`src/rtl/multicore_mem_arbiter_pkg.sv`:
```
// Shared types for the multicore memory arbiter: RAM handshake states,
// arbiter FSM states and the latched grant record.
package mem_arb_pkg;

    typedef enum logic [1:0] {
        FREE   = 2'd0,
        BUSY   = 2'd1,
        ACCESS = 2'd2,
        ERROR  = 2'd3
    } ramstate_t;

    typedef enum logic {
        IDLE = 1'b0,
        XFER = 1'b1
    } arb_state_t;

    localparam int MAX_CPU   = 8;
    localparam int CPU_IDX_W = 3;

    typedef logic [31:0] word_t;

    typedef struct packed {
        logic [CPU_IDX_W-1:0] cpu;
        logic                 isdata;
        logic                 iswrite;
    } grant_t;

    // Index width that stays at least one bit wide for a single requester.
    function automatic int idx_width(input int n);
        return (n > 1) ? $clog2(n) : 1;
    endfunction

endpackage

```
`src/rtl/multicore_mem_arbiter_picker.sv`:
```
// Round-robin picker: the first requester at or after ptr (with wrap) wins.
// Purely combinational so other arbiters can reuse it.
module rr_priority_picker
    import mem_arb_pkg::*;
#(
    parameter int N = 2
) (
    input  logic [N-1:0]              req,
    input  logic [idx_width(N)-1:0]   ptr,
    output logic [N-1:0]              grant,
    output logic [idx_width(N)-1:0]   idx,
    output logic                      valid
);

    localparam int IW = idx_width(N);

    logic [N-1:0] rot;
    logic [IW:0]  sum;
    logic         found;

    // Rotate so that bit 0 is the pointer position, then take the lowest set bit.
    always_comb begin
        rot   = N'({req, req} >> ptr);
        sum   = '0;
        idx   = '0;
        found = 1'b0;
        grant = '0;
        for (int k = 0; k < N; k++) begin
            if (!found && rot[k]) begin
                found = 1'b1;
                sum   = {1'b0, ptr} + (IW+1)'(k);
                idx   = (sum >= (IW+1)'(N)) ? IW'(sum - (IW+1)'(N)) : IW'(sum);
            end
        end
        for (int j = 0; j < N; j++) begin
            grant[j] = found && (idx == IW'(j));
        end
    end

    assign valid = found;

endmodule

```
`src/rtl/multicore_mem_arbiter.sv`:
```
// Arbitrates NCPU instruction/data cache pairs onto a single RAM port with
// round-robin fairness, data-over-instruction priority, abort and watchdog.
module multicore_mem_arbiter
    import mem_arb_pkg::*;
#(
    parameter int NCPU      = 2,
    parameter int AW        = 32,
    parameter int DW        = 32,
    parameter int WD_CYCLES = 255
) (
    input  logic               CLK,
    input  logic               RST,
    input  logic [NCPU-1:0]    iREN,
    input  logic [NCPU*AW-1:0] iaddr,
    input  logic [NCPU-1:0]    dREN,
    input  logic [NCPU-1:0]    dWEN,
    input  logic [NCPU*AW-1:0] daddr,
    input  logic [NCPU*DW-1:0] dstore,
    output logic [NCPU-1:0]    iwait,
    output logic [NCPU-1:0]    dwait,
    output logic [NCPU*DW-1:0] iload,
    output logic [NCPU*DW-1:0] dload,
    output logic [AW-1:0]      ramaddr,
    output logic [DW-1:0]      ramstore,
    output logic               ramREN,
    output logic               ramWEN,
    input  logic [DW-1:0]      ramload,
    input  logic [1:0]         ramstate,
    output logic               wd_timeout
);

    localparam int CW  = idx_width(NCPU);
    localparam int WDW = $clog2(WD_CYCLES + 1);
    localparam logic [WDW-1:0] WD_LIMIT = WDW'(WD_CYCLES);

    arb_state_t      state;
    grant_t          grant;
    logic [CW-1:0]   rr_ptr;
    logic [WDW-1:0]  wd_cnt;

    logic [NCPU-1:0] dreq;
    logic [NCPU-1:0] any_req;
    logic [NCPU-1:0] pick_onehot;
    logic [CW-1:0]   pick_idx;
    logic            pick_valid;

    ramstate_t       rs;
    logic            in_xfer;
    logic            live_req;
    logic [AW-1:0]   live_addr;
    logic [DW-1:0]   live_store;
    logic [WDW-1:0]  wd_next;
    logic            wd_hit;
    logic            ack;
    logic [CW-1:0]   rr_after;

    assign dreq    = dREN | dWEN;
    assign any_req = iREN | dreq;
    assign rs      = ramstate_t'(ramstate);
    assign in_xfer = (state == XFER);

    rr_priority_picker #(.N(NCPU)) picker (
        .req   (any_req),
        .ptr   (rr_ptr),
        .grant (pick_onehot),
        .idx   (pick_idx),
        .valid (pick_valid)
    );

    // The granted source is followed live, so a withdrawn request is seen immediately.
    always_comb begin
        live_req   = 1'b0;
        live_addr  = '0;
        live_store = '0;
        for (int c = 0; c < NCPU; c++) begin
            if (grant.cpu == CPU_IDX_W'(c)) begin
                if (grant.isdata) begin
                    live_req   = dreq[c];
                    live_addr  = daddr[c*AW +: AW];
                    live_store = dstore[c*DW +: DW];
                end else begin
                    live_req  = iREN[c];
                    live_addr = iaddr[c*AW +: AW];
                end
            end
        end
    end

    assign wd_next  = (wd_cnt == WD_LIMIT) ? wd_cnt : wd_cnt + WDW'(1);
    assign wd_hit   = (wd_next == WD_LIMIT);
    assign ack      = in_xfer && ((rs == ACCESS) || wd_hit);
    assign rr_after = (grant.cpu == CPU_IDX_W'(NCPU - 1)) ? '0
                                                          : CW'(grant.cpu + CPU_IDX_W'(1));

    always_comb begin
        iwait = '0;
        dwait = '0;
        for (int c = 0; c < NCPU; c++) begin
            iwait[c] = iREN[c] & ~(ack & (grant.cpu == CPU_IDX_W'(c)) & ~grant.isdata);
            dwait[c] = dreq[c] & ~(ack & (grant.cpu == CPU_IDX_W'(c)) & grant.isdata);
        end
    end

    assign iload    = {NCPU{ramload}};
    assign dload    = {NCPU{ramload}};
    assign ramaddr  = in_xfer ? live_addr : '0;
    assign ramstore = in_xfer ? live_store : '0;
    assign ramREN   = in_xfer & live_req & ~grant.iswrite;
    assign ramWEN   = in_xfer & live_req & grant.iswrite;

    // Withdrawal is checked before ACCESS so an abandoned access never advances the rotation.
    always_ff @(posedge CLK) begin
        if (RST) begin
            state      <= IDLE;
            grant      <= '0;
            rr_ptr     <= '0;
            wd_cnt     <= '0;
            wd_timeout <= 1'b0;
        end else begin
            case (state)
                IDLE: begin
                    if (pick_valid) begin
                        grant.cpu     <= CPU_IDX_W'(pick_idx);
                        grant.isdata  <= |(pick_onehot & dreq);
                        grant.iswrite <= |(pick_onehot & dWEN);
                        wd_cnt        <= '0;
                        state         <= XFER;
                    end
                end
                XFER: begin
                    if (!live_req) begin
                        state <= IDLE;
                    end else if (rs == ACCESS) begin
                        state  <= IDLE;
                        rr_ptr <= rr_after;
                    end else if (wd_hit) begin
                        wd_timeout <= 1'b1;
                        state      <= IDLE;
                        rr_ptr     <= rr_after;
                    end else begin
                        wd_cnt <= wd_next;
                    end
                end
            endcase
        end
    end

endmodule

```
`config.mk`:
```
export PLATFORM = sky130hd
export DESIGN_NAME = multicore_mem_arbiter
export DESIGN_NICKNAME = d
export VERILOG_FILES = /design/src/rtl/multicore_mem_arbiter_pkg.sv /design/src/rtl/multicore_mem_arbiter_picker.sv /design/src/rtl/multicore_mem_arbiter.sv
export SDC_FILE = /design/constraint.sdc
export NUM_CORES = 1
export LEC_CHECK = 0
export CORE_AREA = 2 2 170 172
export CTS_BUF_LIST = sky130_fd_sc_hd__clkbuf_8
export DETAILED_ROUTE_END_ITERATION = 6
export DIE_AREA = 0 0 172 174
export GPL_TIMING_DRIVEN = 0
export PLACE_DENSITY = 0.51
export RECOVER_POWER = 25
export SYNTH_ARGS = -nofsm -noshare
export SYNTH_HDL_FRONTEND = slang
export SYNTH_SLANG_ARGS = --single-unit
```
`constraint.sdc`:
```
create_clock -name CLK -period 3.29 [get_ports CLK]
set_input_delay 0.658 -clock CLK [delete_from_list [all_inputs] [get_ports CLK]]
set_output_delay 0.658 -clock CLK [all_outputs]
set_load 0.02 [all_outputs]
```
Word-level counts from Yosys, hierarchy flattened
Index checks and enable logic that the tools add are counted.

word-level totals
  bits of input ports = 234
  word-level logic and storage cells = 96
  bits in registers = 14

cells by class
  shift-type cells = 1
  reduce and logical (&&, ||, !) cells = 14
  mux-type cells = 34
  add/subtract/negate cells = 5
  magnitude comparators = 2
  equal/unequal tests = 7
  bitwise gates (word level) = 26

operator list
  cell                                                                    count
  32-bit two-way mux                                                      10
  8-bit two-way mux                                                       5
  1-bit two-way mux                                                       17
  8-bit == test (second input constant)                                   2
  8-bit case mux with 2 select lines                                      1
  1-bit AND                                                               13
  1-bit NOT                                                               9
  8-bit by 1-bit adder with 8-bit output (second input constant)          1
  4-bit AND reduction                                                     2
  2-bit != test (second input constant)                                   3
  2-bit AND                                                               2
  1-bit logical AND                                                       4
  2-bit OR                                                                2
  2-bit OR reduction                                                      2
  4-bit by 1-bit right shift with 2-bit output                            1
  3-bit zero test                                                         1
  3-bit AND reduction                                                     1
  1-bit by 1-bit adder with 2-bit output (second input constant)          1
  2-bit == test (second input constant)                                   1
  1-bit by 2-bit >= comparator with 1-bit output (second input constant)  1
  2-bit >= comparator (second input constant)                             1
  2-bit by 1-bit != test with 1-bit output (second input constant)        1
  1-bit case mux with 2 select lines                                      1
  2-bit AND reduction                                                     1
  other kinds (5)                                                         6

Longest topological paths before layout
  word-level depth = 11
  depth in mapped cells = 8
  depth with buffers taken out = 7

By module
From an unflattened synthesis, not the netlist that was laid out.

unflattened totals
  cells, all modules = 425
  area, all modules = 3502.1 sq um

modules (own cells, without submodules)
  module                 cells an instance  area each (sq um)  instances
  multicore_mem_arbiter  420                3469.6             1
  rr_priority_picker     5                  32.5               1

Worst setup path after synthesis
No wires, ideal clock.

  kind = register to output
  start = register wd_cnt[0]
  end = output port dwait[0]
  stages on the path, launching flop included = 9
  data required time = 2632 ps
  arrival = 2059 ps
  buffers on the path = 1
  path slack = 573 ps
  cell sequence = dfxtp_1 -> ha_1 -> and4_1 -> buf_6 -> mux2i_1 -> o221a_4 -> a21boi_2 -> nor2b_1 -> a31oi_1

between the ends
  cells in the longest elaborated chain, start to end = 9
  elaborated cells on any way between the ends = 10

RTL lines
  item                                                                            RTL line                      source
  start: declaration                                                              multicore_mem_arbiter.sv:39   logic [WDW-1:0] wd_cnt;
  start signal: assignment                                                        multicore_mem_arbiter.sv:141  wd_cnt <= wd_next;
  8-bit by 1-bit adder with 8-bit output / 8-bit == test (equally long branches)  multicore_mem_arbiter.sv:89   assign wd_next = (wd_cnt == WD_LIMIT) ? wd_cnt : wd_cnt + WDW'(1);
  8-bit two-way mux *                                                             multicore_mem_arbiter.sv:89
  8-bit == test *                                                                 multicore_mem_arbiter.sv:90   assign wd_hit = (wd_next == WD_LIMIT);
  1-bit logical OR *                                                              multicore_mem_arbiter.sv:91   assign ack = in_xfer && ((rs == ACCESS) || wd_hit);
  1-bit logical AND *                                                             multicore_mem_arbiter.sv:91
  1-bit AND * (2 in series)                                                       multicore_mem_arbiter.sv:100  dwait[c] = dreq[c] & ~(ack & (grant.cpu == CPU_IDX_W'(c)) & grant.isdata);
  1-bit NOT *                                                                     multicore_mem_arbiter.sv:100
  1-bit AND *                                                                     multicore_mem_arbiter.sv:100
  end: declaration                                                                multicore_mem_arbiter.sv:20   output logic [NCPU-1:0] dwait,

Mark *: on every way between the ends. The rest lies on a longest branch, timed or not.

Worst setup path in the final report
Ends and elaborated chain as after synthesis.

==> reports/metrics.cfg <==
[floorplan]
core_area_um2=28200
start_util_pct=12.3
die_h_um=174
ios=433
die_area_um2=29900
rows=62
die_w_um=172

[clocking]
cts_hold_buf=0
clk_pin_slew_ns=0.06
clk_path_buf_depth=2
clock_latency_ns=0.24
clock_sinks=14
cts_root_buffer=clkbuf_8
cts_made_buffers=3
htree_levels=1
cts_tree=yes

[global_routing]
grt_pass1_wl_um=25300
gr-total-overflow=0
antenna_found_initial=1
grt_pass1_vias=4466
grt_use_total_pct=11.0
grt_max_degree=11

[pwr]
power_frac_comb_pct=77.1
switching_share_pct=35.2
p_seq_share_pct=12.8
p_switching_mw=0.495
p_leak_nw=3.02
ir_drop_uv=75.6
p_int_mw=0.911
power_frac_clock_pct=10.1
powerDensity_nw_per_um2=175

[drt]
detail-route-antenna-nets=0
wl_per_cell_um=14.9
vias=4376
drt_iter0_drc=221
drt_pass1_iterations=4
post-route-drc-count=0
wl_um=17800
avgViaCountPerCell=3.66

[logic_synthesis]
ys.warnings.count=0
netlist_instances=410
synth-seq-cells=14
async_flop_share_pct=0
syn_nets=645
synth.avg_cell_area_um2=8.48
syn-cell-area_um2=3480
synth_flop_cell=dfxtp_1
yosys-top-cells-area=buf_4, mux4_2, mux2i_1, dfxtp_1, and2_1
synth-edff-count=0
synth.largest_area_cell=buf_4
ys_seq_area_share_pct=8.06
synth_top_area_share_pct=27.8
yosysUniqueCellTypes=52

[setup_path]
crit_chain=ha_4 > and4_1 > buf_6 > mux2i_1 > o221a_4 > a21boi_2 > nor2b_2 > a31oi_1 > dlygate4sd2_1
cp_data_arrival_time_ns=2.48
rr_worst_depth=8
crit_path_max_incr_delay_ns=0.42
cpMaxStageDelayCell=dfxtp_4
cp_max_fo=9
worstSetupPathType=reg2out
reg2reg_slack_ns=1.02
setup.worst_path.start_class=register
crit_required_ns=2.63
endpoint_kind=primary output

[cells_and_area]
layout.nets=1049
layout-drive-gt1-share_pct=25.2
final_area_um2=8030
syn_to_final_growth_pct=131
fin_util_pct=28.4

[sta]
rsz0062_at_grt=no
fmax_mhz=319
worst_slack_ns=0.156
slew_violations=0
worst_slew_pin_slew_ns=0.643
slew_headroom_pct=57.1
setup_tns_ns=0
setup_viol=0
skew_ns=0.00164
fin_crit_sh_pct=95.3
hold_viol_final=0
layout_min_cycle_time_ns=3.13

[placed_design]
hpwlAfterDp_um=15700
place_ws_ns=-0.310
placed_area_um2=7950
place.gp.congestion=0.777
portBuffers=399

[worst_hold_path]
holdCritPathClass=reg2reg
min_path_cells=2

[status]
status=finished clean

[flow_run]
drv_cap=0

[critical path: cells and delay by family (launching register included)]
family	cells	cell delay (ns)
AO/OA/AOI/OAI	3	0.44
flip-flops	1	0.42
AND/OR/NAND/NOR	2	0.38
multiplexers	1	0.30
adder cells (fa/ha/maj)	1	0.19
buffers and inverters	2	0.48
[cell usage after synthesis (2+ instances only)]
cell type	number
dfxtp_1	14
o41ai_1	2
and2_1	32
inv_1	8
nand2_1	14
o21ai_1	2
nand4_1	3
nor3_1	2
o22ai_1	2
nor2b_1	2
buf_1	7
mux2i_1	33
and3_1	2
buf_4	129
nor2_1	46
a21oi_1	16
o21ai_0	6
buf_2	8
nand3_1	4
mux4_2	33
buf_6	2
a21boi_2	2
clkbuf_1	7
a31oi_1	6
[cells by family after synthesis]
| kind of cell | share of synthesized area (%) |
|---|---|
| buf+inv | 32.4 |
| mux | 30.9 |
| simple gates | 17.1 |
| compound gates | 11.2 |
| fa+ha+maj | 0.360 |
| flops | 8.06 |
[registers in the layout (all words and copies together) (netlist names)]
signal / count
wd_timeout: 1
grant: 3
wd_cnt: 8
in_xfer: 1
rr_ptr: 1
[layout by cell type (no fill, tap or decap), types with 4 or more instances in the layout]
cell type | synthesis | final
buf_2 | 8 | 8
clkdlybuf4s50_1 | 0 | 340
buf_4 | 129 | 130
o21ai_0 | 6 | 6
dlygate4sd3_1 | 0 | 53
nor2_1 | 46 | 46
clkbuf_1 | 7 | 5
clkbuf_8 | 1 | 4
mux2i_1 | 33 | 33
nand2_1 | 14 | 14
a31oi_1 | 6 | 6
dfxtp_1 | 14 | 12
and2_1 | 32 | 32
a21oi_1 | 16 | 16
mux4_2 | 33 | 33
nand3_1 | 4 | 4
inv_1 | 8 | 8
[final cells by class]
| type | count | area, µm² |
|---|---|---|
| antenna | 1 | 2.50 |
| buffer | 154 | 1120 |
| clock buffer | 3 | 41.3 |
| fill | 3045 | 20200 |
| inverter | 8 | 30.0 |
| multi-input combinational | 234 | 2090 |
| sequential | 14 | 285 |
| tap | 384 | 480 |
| timing repair buffer | 399 | 3990 |
[timing repair]
action	CTS	global route
resized for setup	25	11
endpoints found under the setup margin	55	25
pin swaps	0	1
hold endpoints to repair	0	0
buffers inserted	0	0
[final timing paths]
kind	from	end
max	wd_cnt[0]	dwait[0]
min	wd_timeout	wd_timeout
max reg2reg	wd_cnt[0]	wd_cnt[5]
min reg2reg	wd_timeout	wd_timeout
[power by group through the flow]
| stage | Clock, mW | Sequential [mW] | Combinational (mW) |
|---|---|---|---|
| 3_3_place_gp | 0 | 0.183 | 1.11 |
| 5_1_grt | 0.157 | 0.181 | 1.15 |
| 6_report | 0.141 | 0.180 | 1.08 |
| 4_1_cts | 0.147 | 0.180 | 1.11 |
| 2_1_floorplan | 0 | 0.182 | 0.531 |
| 3_5_place_dp | 0 | 0.184 | 1.11 |
[through the flow]
stage | hold WS, ns | total power [mW] | instances
after floorplan | 0.470 | 0.714 | 410
after global placement | 0.467 | 1.29 | 1193
after detailed placement | 0.475 | 1.29 | 1193
after CTS | 0.489 | 1.44 | 1196
after global routing | 0.523 | 1.49 | 1197
final | 0.474 | 1.41 | 1197
[layer usage]
metal  global-route usage (%)  share of wire [%]
met4                     1.68                1.0
met3                     1.94                7.6
met2                     21.1                 53
met5                        0                  0
met1                     12.8                 38
Note: power is estimated with default switching activity, not from simulation.
